### src/rtl/mem_bus_bridge.sv
// MEM-stage load/store bridge: turns pipeline load/store requests into single
// bus transactions, stalls the pipeline meanwhile, and extends load data.
module mem_bus_bridge (
    input  logic        clk,
    input  logic        rst,
    input  logic        mem_read,
    input  logic        mem_write,
    input  logic [31:0] address,
    input  logic [31:0] write_data,
    input  logic [2:0]  funct3,
    output logic [31:0] read_data,
    output logic        stall,
    output logic        access_err,
    output logic        bus_req_valid,
    input  logic        bus_req_ready,
    output logic        bus_we,
    output logic [31:0] bus_addr,
    output logic [31:0] bus_wdata,
    output logic [3:0]  bus_be,
    input  logic        bus_resp_valid,
    input  logic [31:0] bus_rdata
);

    typedef enum logic [1:0] {
        IDLE = 2'd0,
        REQ  = 2'd1,
        RESP = 2'd2,
        DONE = 2'd3
    } state_t;

    state_t      state_q, state_d;
    logic [31:0] addr_q, addr_d;
    logic [31:0] wdata_q, wdata_d;
    logic [31:0] read_data_q, read_data_d;
    logic [2:0]  funct3_q, funct3_d;
    logic        we_q, we_d;
    logic        access_err_q, access_err_d;

    logic        req;
    logic        size_ok;
    logic        aligned;
    logic        legal;
    logic [31:0] byte_shift;
    logic [7:0]  ld_byte;
    logic [15:0] ld_half;
    logic [31:0] load_ext;

    // Write wins when both request strobes are high.
    always_comb begin
        req     = mem_read | mem_write;
        size_ok = 1'b0;
        case (funct3)
            3'b000, 3'b001, 3'b010: size_ok = 1'b1;
            3'b100, 3'b101:         size_ok = ~mem_write;
            default:                size_ok = 1'b0;
        endcase
        aligned = ~((funct3[1:0] == 2'b01 && address[0]) ||
                    (funct3[1:0] == 2'b10 && address[1:0] != 2'b00));
        legal   = size_ok & aligned;
    end

    always_comb begin
        byte_shift = bus_rdata >> {addr_q[1:0], 3'b000};
        ld_byte    = byte_shift[7:0];
        ld_half    = addr_q[1] ? bus_rdata[31:16] : bus_rdata[15:0];
        case (funct3_q)
            3'b000:  load_ext = {{24{ld_byte[7]}}, ld_byte};
            3'b001:  load_ext = {{16{ld_half[15]}}, ld_half};
            3'b100:  load_ext = {24'd0, ld_byte};
            3'b101:  load_ext = {16'd0, ld_half};
            default: load_ext = bus_rdata;
        endcase
    end

    always_comb begin
        state_d      = state_q;
        addr_d       = addr_q;
        wdata_d      = wdata_q;
        funct3_d     = funct3_q;
        we_d         = we_q;
        read_data_d  = read_data_q;
        access_err_d = 1'b0;
        case (state_q)
            IDLE: begin
                if (req && legal) begin
                    addr_d   = address;
                    wdata_d  = write_data;
                    funct3_d = funct3;
                    we_d     = mem_write;
                    state_d  = REQ;
                end else if (req) begin
                    access_err_d = 1'b1;
                end
            end
            REQ: begin
                // Stores are posted: no response phase.
                if (bus_req_ready) state_d = we_q ? DONE : RESP;
            end
            RESP: begin
                if (bus_resp_valid) begin
                    read_data_d = load_ext;
                    state_d     = DONE;
                end
            end
            DONE:    state_d = IDLE;
            default: state_d = IDLE;
        endcase
    end

    always_ff @(posedge clk or posedge rst) begin
        if (rst) begin
            state_q      <= IDLE;
            addr_q       <= '0;
            wdata_q      <= '0;
            funct3_q     <= '0;
            we_q         <= 1'b0;
            read_data_q  <= '0;
            access_err_q <= 1'b0;
        end else begin
            state_q      <= state_d;
            addr_q       <= addr_d;
            wdata_q      <= wdata_d;
            funct3_q     <= funct3_d;
            we_q         <= we_d;
            read_data_q  <= read_data_d;
            access_err_q <= access_err_d;
        end
    end

    always_comb begin
        bus_be    = 4'b1111;
        bus_wdata = wdata_q;
        if (we_q) begin
            case (funct3_q[1:0])
                2'b00: begin
                    bus_be    = 4'b0001 << addr_q[1:0];
                    bus_wdata = {4{wdata_q[7:0]}};
                end
                2'b01: begin
                    bus_be    = addr_q[1] ? 4'b1100 : 4'b0011;
                    bus_wdata = {2{wdata_q[15:0]}};
                end
                default: begin
                    bus_be    = 4'b1111;
                    bus_wdata = wdata_q;
                end
            endcase
        end
    end

    // Stall is combinational so the pipeline freezes in the cycle the request appears.
    assign stall         = ~rst & ((state_q == IDLE && req && legal) ||
                                   state_q == REQ || state_q == RESP);
    assign bus_req_valid = (state_q == REQ);
    assign bus_we        = (state_q == REQ) & we_q;
    assign bus_addr      = {addr_q[31:2], 2'b00};
    assign read_data     = read_data_q;
    assign access_err    = access_err_q;

endmodule

### config.mk
export PLATFORM = sky130hd
export DESIGN_NAME = mem_bus_bridge
export DESIGN_NICKNAME = d
export VERILOG_FILES = /design/src/rtl/mem_bus_bridge.sv
export SDC_FILE = /design/constraint.sdc
export NUM_CORES = 1
export LEC_CHECK = 0
export BUFFER_PORTS_ARGS = -buffer_cell sky130_fd_sc_hd__buf_2
export CELL_PAD_IN_SITES_DETAIL_PLACEMENT = 1
export CELL_PAD_IN_SITES_GLOBAL_PLACEMENT = 2
export CORE_MARGIN = 5
export CORE_UTILIZATION = 29
export CTS_CLUSTER_DIAMETER = 120
export DETAILED_ROUTE_END_ITERATION = 10
export PLACE_DENSITY_LB_ADDON = 0.05
export SYNTH_ARGS = -nofsm -noshare
export SYNTH_HDL_FRONTEND = slang
export SYNTH_SLANG_ARGS = --single-unit
### constraint.sdc
create_clock -name clk -period 4.66 [get_ports clk]
set_input_delay 0.932 -clock clk [delete_from_list [all_inputs] [get_ports clk]]
set_output_delay 0.932 -clock clk [all_outputs]
set_load 0.05 [all_outputs]
==> results.toml, run 1 <==
[grt]
grt_pass1_vias = 4533
grt_usage_pct = 15.7
grt-ovfl-total = 0
grt_max_degree = 74
antenna_found_initial = 4
grt_pass1_wl_um = 24800

[critical_path]
cp-startpoint = "funct3_q[1]$_DFFE_PP0P_"
start_kind = "flip-flop"
worstPathArrival_ps = 2370
reg2regPathDepth = 3
r2r_setup_slack_ps = 2060
worst-setup-path-type = "reg -> out"
required_ps = 3730
r2r_end = "read_data[14]$_DFFE_PP0P_"
endpoint = "bus_wdata[25]"
cp_max_fo = 39
critPathCaptureType = "output port"
r2r_start = "addr_q[1]$_DFFE_PP0P_"

[yosys]
yosysTopAreaCellShare_pct = 50.4
synth_top_flop_cell = "dfrtp_1"
synth-edff-count = 0
ys_warn_count = 0
synth-async-reset-ratio_pct = 100
synth_top_cells_by_count = "dfrtp_1, mux2_2, nand2_1"
syn_inst = 478
yosys.area.top_type = "dfrtp_1"
yosysSeqAreaShare_pct = 50.4
synth.cell_area_sq_um = 5120
yosysUniqueCellTypes = 33
ys_ff_latch = 103
netlist_top_cells_area = "dfrtp_1, mux2_2, buf_4, nand2_1, o21ai_0"
yosys.cell_count.top_type = "dfrtp_1"
syn_area_per_cell_sq_um = 10.7

[floorplan]
die_h_um = 143
io_pins = 209
die_w_um = 143
start_util_pct = 29.6
dieArea_sq_um = 20400
core_area_sq_um = 17300
rows = 48

[sta]
setup_viol = 0
period_needed_ps = 3310
worst_slew_pin_slew_ps = 1040
finalCritPeriodShare_pct = 70.9
setup_tns_ps = 0
slew_violations = 0
holdWs_ps = 476
finClkSkew_ps = 7.80
hold_viol = 0
rsz0062_at_grt = "false"
max-slew-margin-rel_pct = 30.1
max_freq_ghz = 0.303

[drt]
postRouteAntennaNets = 0
drt_pass1_iterations = 4
wirelength_um = 15800
dr_total_vias = 4041
dr.first_iter.drc_count = 124
drt-wirelength-per-cell_um = 18.3
post_drt_via_cell_ratio = 4.67
drc = 0

[cts]
ctsHoldBuffers = 0
cts-root-buf = "clkbuf_16"
clk-insertion-delay-late_ps = 350
cts_buffers = 9
clkSlewWorstSetupHoldPaths_ps = 70
clockBufferDepth = 2
cts_tree = "done"
clkSinkCount = 103
cts_setup_buffers = 0
ctsResizeCount = 0
cts_max_level = 3

[worst_hold_path]
hold_start = "read_data[1]$_DFFE_PP0P_"
hold_path.class = "reg -> reg"

[job]
maxCapViolations = 0

[place]
gp_congestion = 0.767
portBuffers = 206
hpwl_um = 11600

[final_layout]
nets = 744
area_growth_pct = 23.9
drive_above_1_share_pct = 48.0

[run_status]
status = "completed"
[worst min-delay path by stage]
stage | endpoint | cells after the start
after floorplan | wdata_q[16]$_DFFE_PP0P_ | 1
after global placement | read_data[1]$_DFFE_PP0P_ | 2
after detailed placement | read_data[1]$_DFFE_PP0P_ | 2
after CTS | read_data[1]$_DFFE_PP0P_ | 2
after global routing | read_data[1]$_DFFE_PP0P_ | 2
final | read_data[1]$_DFFE_PP0P_ | 2
[cells by family after synthesis]
group           count (synthesis)  share of synthesized area [%]
compound gates                 82                           9.20
fa+ha+maj                       3                          0.734
buf+inv                        74                           8.76
flops                         103                           50.4
mux                            92                           20.1
other cells                     1                         0.0733
simple gates                  123                           10.8
[area by class of cell]
class | instances | area (sq um)
diodes | 1 | 2.50
clock buffers | 11 | 243
clock inverters | 3 | 21.3
fillers | 2001 | 11000
inverters | 7 | 28.8
multi-input cells | 302 | 2100
flip-flops and latches | 103 | 2580
well taps | 225 | 282
repair buffers | 213 | 1080
[cells in the final DEF (no fill, tap or decap), types with 2 or more instances in the layout]
| master | count |
|---|---|
| buf_2 | 206 |
| dfrtp_1 | 103 |
| mux2_2 | 76 |
| nand2_1 | 66 |
| o21ai_0 | 35 |
| a21oi_1 | 32 |
| nor2_1 | 24 |
| mux2i_1 | 15 |
| clkbuf_16 | 9 |
| or3_1 | 8 |
| nand2b_1 | 8 |
| nand3b_1 | 7 |
| buf_4 | 7 |
| inv_1 | 6 |
| a22o_1 | 4 |
| and2_1 | 3 |
| nor2b_1 | 3 |
| ha_1 | 3 |
| a221oi_1 | 2 |
| o22ai_1 | 2 |
| nor3_1 | 2 |
| conb_1 | 2 |
[worst max-delay path, stage by stage, from the launching register on]
cell and delay (ps):
dfrtp_1 350, buf_4 370, nand2b_1 760, nand2_1 100
o21ai_0 130, buf_2 320
[per-stage QoR]
| stage | setup slack (ps) | utilization [%] | std cells | cell area (sq um) |
|---|---|---|---|---|
| floorplan | 1020 | - | 479 | 5120 |
| global route | 1070 | 36.6 | 865 | 6340 |
| finish | 1350 | 36.6 | 865 | 6340 |
| global placement | 1560 | 35.1 | 850 | 6070 |
| CTS | 1260 | 36.6 | 864 | 6340 |
| detailed placement | 1560 | 35.1 | 850 | 6070 |
[flip-flops by register name, indices dropped and copies added, names as in the netlist]
register / cells
addr_q: 32
we_q: 1
funct3_q: 3
read_data: 32
wdata_q: 32
access_err: 1
state_q: 2
[metal layers]
metal	up-vias	track usage, %	wire length [um]
met4	6	4.65	221
li1	1905	-	-
met3	21	5.02	1170
met2	127	25.5	7480
met1	1982	20.0	6900
met5	-	0	22
Power of run 1 is left out: the tool's default activity adds up to more than one toggle a clock period on the data nets, which glitch-free logic cannot reach.
==> run 2: changes to the inputs <==
--- a/config.mk
+++ b/config.mk
@@ -5,11 +5,12 @@
 export SDC_FILE = /design/constraint.sdc
 export NUM_CORES = 1
 export LEC_CHECK = 0
+export ABC_AREA = 1
 export BUFFER_PORTS_ARGS = -buffer_cell sky130_fd_sc_hd__buf_2
 export CELL_PAD_IN_SITES_DETAIL_PLACEMENT = 1
 export CELL_PAD_IN_SITES_GLOBAL_PLACEMENT = 2
 export CORE_MARGIN = 5
-export CORE_UTILIZATION = 29
+export CORE_UTILIZATION = 24
 export CTS_CLUSTER_DIAMETER = 120
 export DETAILED_ROUTE_END_ITERATION = 10
 export PLACE_DENSITY_LB_ADDON = 0.05
==> constraint.sdc (replaced) <==
create_clock -name clk -period 3 [get_ports clk]
set_input_delay 0.6 -clock clk [delete_from_list [all_inputs] [get_ports clk]]
set_output_delay 0.6 -clock clk [all_outputs]
set_load 0.05 [all_outputs]
==> results.toml, run 2 <==
[yosys]
synth_compound_area_share_pct = 13.7
synth_top_family_by_area = "simple AND/OR/NAND/NOR gates"
muxShareOfSynthArea_pct = 0
ys_ff_latch = 103
yosys.area.top_type = "dfrtp_1"
synthXorXnorAreaFrac_pct = 0
syn_inst = 743
syn_area_per_cell_sq_um = 7.58
synth_top_cells_by_count = "nand2_1, inv_1, dfrtp_1"
yosysSeqAreaShare_pct = 45.8
yosysTopAreaCellShare_pct = 45.8
synth-edff-count = 0
yosysUniqueCellTypes = 30
yosys.cell_count.top_type = "nand2_1"
synth_top_flop_cell = "dfrtp_1"
netlist_top_cells_area = "dfrtp_1, nand2_1, inv_1, o21ai_0, buf_4"
synthSimpleGateAreaFrac_pct = 21.9
yosys.area_share.adder_pct = 0.667
synth.cell_area_sq_um = 5630
synth-async-reset-ratio_pct = 100
ys_warn_count = 0

[place]
hpwl_um = 14800
gp_congestion = 0.819
portBuffers = 206

[power_and_ir_drop]
combPwrFrac_pct = 60.8
total_power_mw = 9.51
internal_power_mw = 4.07
seqPwrFrac_pct = 26.0
p_per_area_nw_per_um2 = 1370
pwr-share-clk_pct = 13.1
switchingPower_mw = 5.44
ir_worst_vdd_uv = 453
leakage_nw = 3.94
swShare_pct = 57.2

[sta]
max-slew-margin-rel_pct = 60.5
setup_tns_ps = 0
setup_viol = 0
period_needed_ps = 2480
rsz0062_at_grt = "false"
max_freq_ghz = 0.404
finClkSkew_ps = 9.86
finalCritPeriodShare_pct = 82.6
worst_slew_pin_slew_ps = 593
slew_violations = 0
hold_viol = 0

[cts]
clk-insertion-delay-late_ps = 350
clkSinkCount = 103
ctsResizeCount = 0
cts-root-buf = "clkbuf_16"
cts_tree = "done"
cts_buffers = 9
cts_max_level = 3
clkSlewWorstSetupHoldPaths_ps = 80
clockBufferDepth = 2
ctsHoldBuffers = 0
cts_setup_buffers = 0

[final_layout]
final_common_cell = "buf_2"
multi_input_area_sq_um = 2060
seq_area_sq_um = 2580
area_growth_pct = 23.4
drive_above_1_share_pct = 30.5
nets = 1002
fillers = 2913
mostFrequentLayoutCells = "buf_2, nand2_1, inv_1"

[floorplan]
core_area_sq_um = 23300
die_w_um = 163
dieArea_sq_um = 26600
rows = 56
start_util_pct = 24.2
die_h_um = 163
io_pins = 209

[drt]
dr_total_vias = 5116
drt_pass1_iterations = 4
dr.first_iter.drc_count = 201
wirelength_um = 19200
drc = 0
postRouteAntennaNets = 0
drt-wirelength-per-cell_um = 15.7
post_drt_via_cell_ratio = 4.20

[grt]
grt_pass1_wl_um = 30300
antenna_found_initial = 4
grt_max_degree = 137
grt-ovfl-total = 0
grt_pass1_vias = 5573
grt_usage_pct = 14.5

[critical_path]
start_kind = "flip-flop"
worst-setup-path-type = "reg -> out"
cp-startpoint = "funct3_q[1]$_DFFE_PP0P_"
reg2regPathDepth = 7
worstPathArrival_ps = 1880
r2r_setup_slack_ps = 1000
critPathCaptureType = "output port"
r2r_start = "state_q[0]$_DFFE_PP0P_"
required_ps = 2400
cp_max_fo = 32

[run_status]
status = "completed"

[worst_hold_path]
hold_path.class = "in -> async"

[job]
maxCapViolations = 0
-- run 2: changes by cell type in the layout (fill, tap and decap cells not counted), sizes merged, moves of 13 or more --
cell,delta
nand2,+141
inv,+120
mux2,-76
o21ai,+66
nand3,+22
or2,+16
mux2i,-15
nor2,+13
-- run 2: metal layers --
layer	share of wire [%]	routed length (um)	vias up	GRT usage [%]
li1	-	-	2539	-
met1	46	8820	2394	19.2
met2	45	8710	148	22.9
met3	6.4	1220	29	4.16
met4	2.1	396	6	4.35
met5	0.17	33	-	0
-- run 2: worst max-delay path, stage by stage (launching register included) --
cell and delay [ps]:
dfrtp_1 420, buf_4 270, nor2_8 170, inv_4 80, o22ai_1 130, nand2_1 90
o21ai_0 80, buf_2 290
-- run 2: final timing paths --
| path | end |
|---|---|
| worst min-delay path | read_data[7]$_DFFE_PP0P_ |
| worst max register to register | read_data[25]$_DFFE_PP0P_ |
| worst max-delay path | bus_wdata[9] |
| min in group clk | addr_q[26]$_DFFE_PP0P_ |
| worst min register to register | addr_q[18]$_DFFE_PP0P_ |
| max in group asynchronous | read_data[6]$_DFFE_PP0P_ |
-- run 2: cells by family after synthesis --
family,after synthesis
DFF,103
and+or+nand+nor,284
buffers and inverters,202
adders and majority gates,3
other,1
AOI/OAI and AO/OA,150
-- run 2: metrics by stage --
step           hold slack (ps)  cells  instance area [sq um]  util (%)  setup slack (ps)
2_1_floorplan              453    744                   5640         -               379
3_3_place_gp               463   1202                   6640      28.5               824
3_5_place_dp               468   1202                   6640      28.5               792
4_1_cts                    387   1218                   6950      29.9               481
5_1_grt                    408   1219                   6950      29.9               365
6_report                   346   1219                   6950      29.9               523
-- run 2: final cells by class --
cell class              count  share of cell area [%]
flip-flops and latches    103                    37.1
multi-input cells         439                    29.6
repair buffers            215                    16.2
inverters                 126                    6.97
well taps                 319                    5.74
clock buffers              11                    3.49
clock inverters             5                   0.918
diodes                      1                  0.0360
-- run 2: power by group through the flow --
| stage | Clock [mW] | Sequential, mW | Combinational, mW |
|---|---|---|---|
| floorplan | 0 | 3.11 | 4.12 |
| global placement | 0 | 2.49 | 5.84 |
| detailed placement | 0 | 2.51 | 5.88 |
| CTS | 1.32 | 2.49 | 5.89 |
| global route | 1.37 | 2.57 | 6.27 |
| finish | 1.25 | 2.47 | 5.79 |
Power figures use the tool's default switching activity.
==> run 3: changes to the inputs <==
==> constraint.sdc (replaced) <==
create_clock -name clk -period 2.2 [get_ports clk]
set_input_delay 0.44 -clock clk [delete_from_list [all_inputs] [get_ports clk]]
set_output_delay 0.44 -clock clk [all_outputs]
set_load 0.05 [all_outputs]
==> results.toml, run 3 (synthesis gave the netlist of run 2 again) <==
[run_status]
status = "completed"

[sta]
finClkSkew_ps = 12.5
max-slew-margin-rel_pct = 62.6
hold_viol = 0
max_freq_ghz = 0.469
rsz0062_at_grt = "true"
setup_viol = 0
slew_violations = 0
finalCritPeriodShare_pct = 97.0
holdWs_ps = 197
period_needed_ps = 2130
worst_slew_pin_slew_ps = 560

[floorplan]
start_util_pct = 24.2
die_w_um = 163
dieArea_sq_um = 26600
die_h_um = 163
rows = 56
io_pins = 209
core_area_sq_um = 23300

[power_and_ir_drop]
total_power_mw = 13.4
leakage_nw = 4.00
p_per_area_nw_per_um2 = 1870
ir_worst_vdd_uv = 673

[drt]
postRouteAntennaNets = 0
drc = 0
drt_pass1_iterations = 4
dr_total_vias = 5081
dr.first_iter.drc_count = 183
wirelength_um = 18800
drt-wirelength-per-cell_um = 15.4
post_drt_via_cell_ratio = 4.15

[cts]
cts_tree = "done"
ctsResizeCount = 24
clockBufferDepth = 2
clkSinkCount = 103
cts_max_level = 3
clk-insertion-delay-late_ps = 350
clkSlewWorstSetupHoldPaths_ps = 80
cts_setup_buffers = 0
ctsHoldBuffers = 0
cts_buffers = 9
cts-root-buf = "clkbuf_16"

[critical_path]
path_delay_family = "flip-flops"
crit_path_top_delay_cell = "dfrtp_2"
worstPathArrival_ps = 1690
cp.buffers_inverters = 3
start_kind = "flip-flop"
cp_cell_sequence = "buf_8, nor2_8, inv_4, o22ai_1, nand2_1, o21ai_1, buf_6"
critPathCaptureType = "output port"
required_ps = 1760
worst-setup-path-type = "reg -> out"
cpPeakStageDelay_ps = 460
cp_max_fo = 11

[final_layout]
insertedDiodeCount = 0
area_growth_pct = 26.7
drive_above_1_share_pct = 32.2
nets = 1008
mostFrequentLayoutCells = "nand2_1, buf_2, inv_1"
fin_util_pct = 30.7
final_common_cell = "nand2_1"
fillers = 2935

[grt]
grt-ovfl-total = 0
grt_pass1_wl_um = 29900
grt_max_degree = 137
antenna_found_initial = 1
grt_usage_pct = 14.2
grt_pass1_vias = 5668

[job]
maxCapViolations = 0

[worst_hold_path]
hold_path.class = "in -> async"

[place]
gp_congestion = 0.789
portBuffers = 206
hpwl_um = 15000
## run 3: changes by cell type in the layout (fill, tap and decap cells not counted), sizes merged
cell	before	now
buf	215	221
diode	1	0
inv	127	129
bufinv	1	0
clkinvlp	2	1
## run 3: final timing paths
| path | start | cells after the start | slack (ps) | endpoint |
|---|---|---|---|---|
| max in group asynchronous | rst | 3 | 1680 | read_data[10]$_DFFE_PP0P_ |
| min in group clk | write_data[17] | 3 | 320 | wdata_q[17]$_DFFE_PP0P_ |
| min reg2reg | read_data[14]$_DFFE_PP0P_ | 2 | 480 | read_data[14]$_DFFE_PP0P_ |
| max reg2reg | state_q[0]$_DFFE_PP0P_ | 7 | 350 | read_data[24]$_DFFE_PP0P_ |
| min | rst | 3 | 200 | state_q[1]$_DFFE_PP0P_ |
| max | funct3_q[1]$_DFFE_PP0P_ | 7 | 70 | bus_wdata[10] |
## run 3: stage by stage
stage	setup WS, ps	cells	setup TNS [ps]	instance area [sq um]
6_report	66.1	1224	0	7130
4_1_cts	0.333	1224	0	7060
3_5_place_dp	330	1208	0	6690
5_1_grt	-26.0	1224	-197	7130
2_1_floorplan	-261	744	-1570	5640
3_3_place_gp	355	1208	0	6690
## run 3: per-layer routing
metal / vias to the layer above / share of wire [%] / track usage, %
li1: 2545 / - / -
met1: 2394 / 43 / 17.1
met2: 124 / 50 / 25.1
met3: 16 / 5.8 / 4.06
met4: 2 / 1.2 / 3.39
met5: - / 0.037 / 0
## run 3: final cells by class
cell class                      instances  area [sq um]  share of cell area [%]
Inverter                              126           484                    6.79
Sequential cell                       103          2580                    36.2
Clock inverter                          5          46.3                   0.649
Timing Repair Buffer                  221          1280                    18.0
Tap cell                              319           399                    5.60
Multi-Input combinational cell        439          2090                    29.3
Clock buffer                           11           253                    3.54
## run 3: tightest hold or removal path: stages
cell,delay [ps]
buf_2,120
clkinvlp_4,100
buf_12,270
## run 3: where the power goes
group	internal [mW]	leakage (nW)	switching (mW)
clock network	0.854	0.149	0.774
logic	2.22	2.59	6.17
registers	2.79	1.26	0.551
total	5.87	4.00	7.49
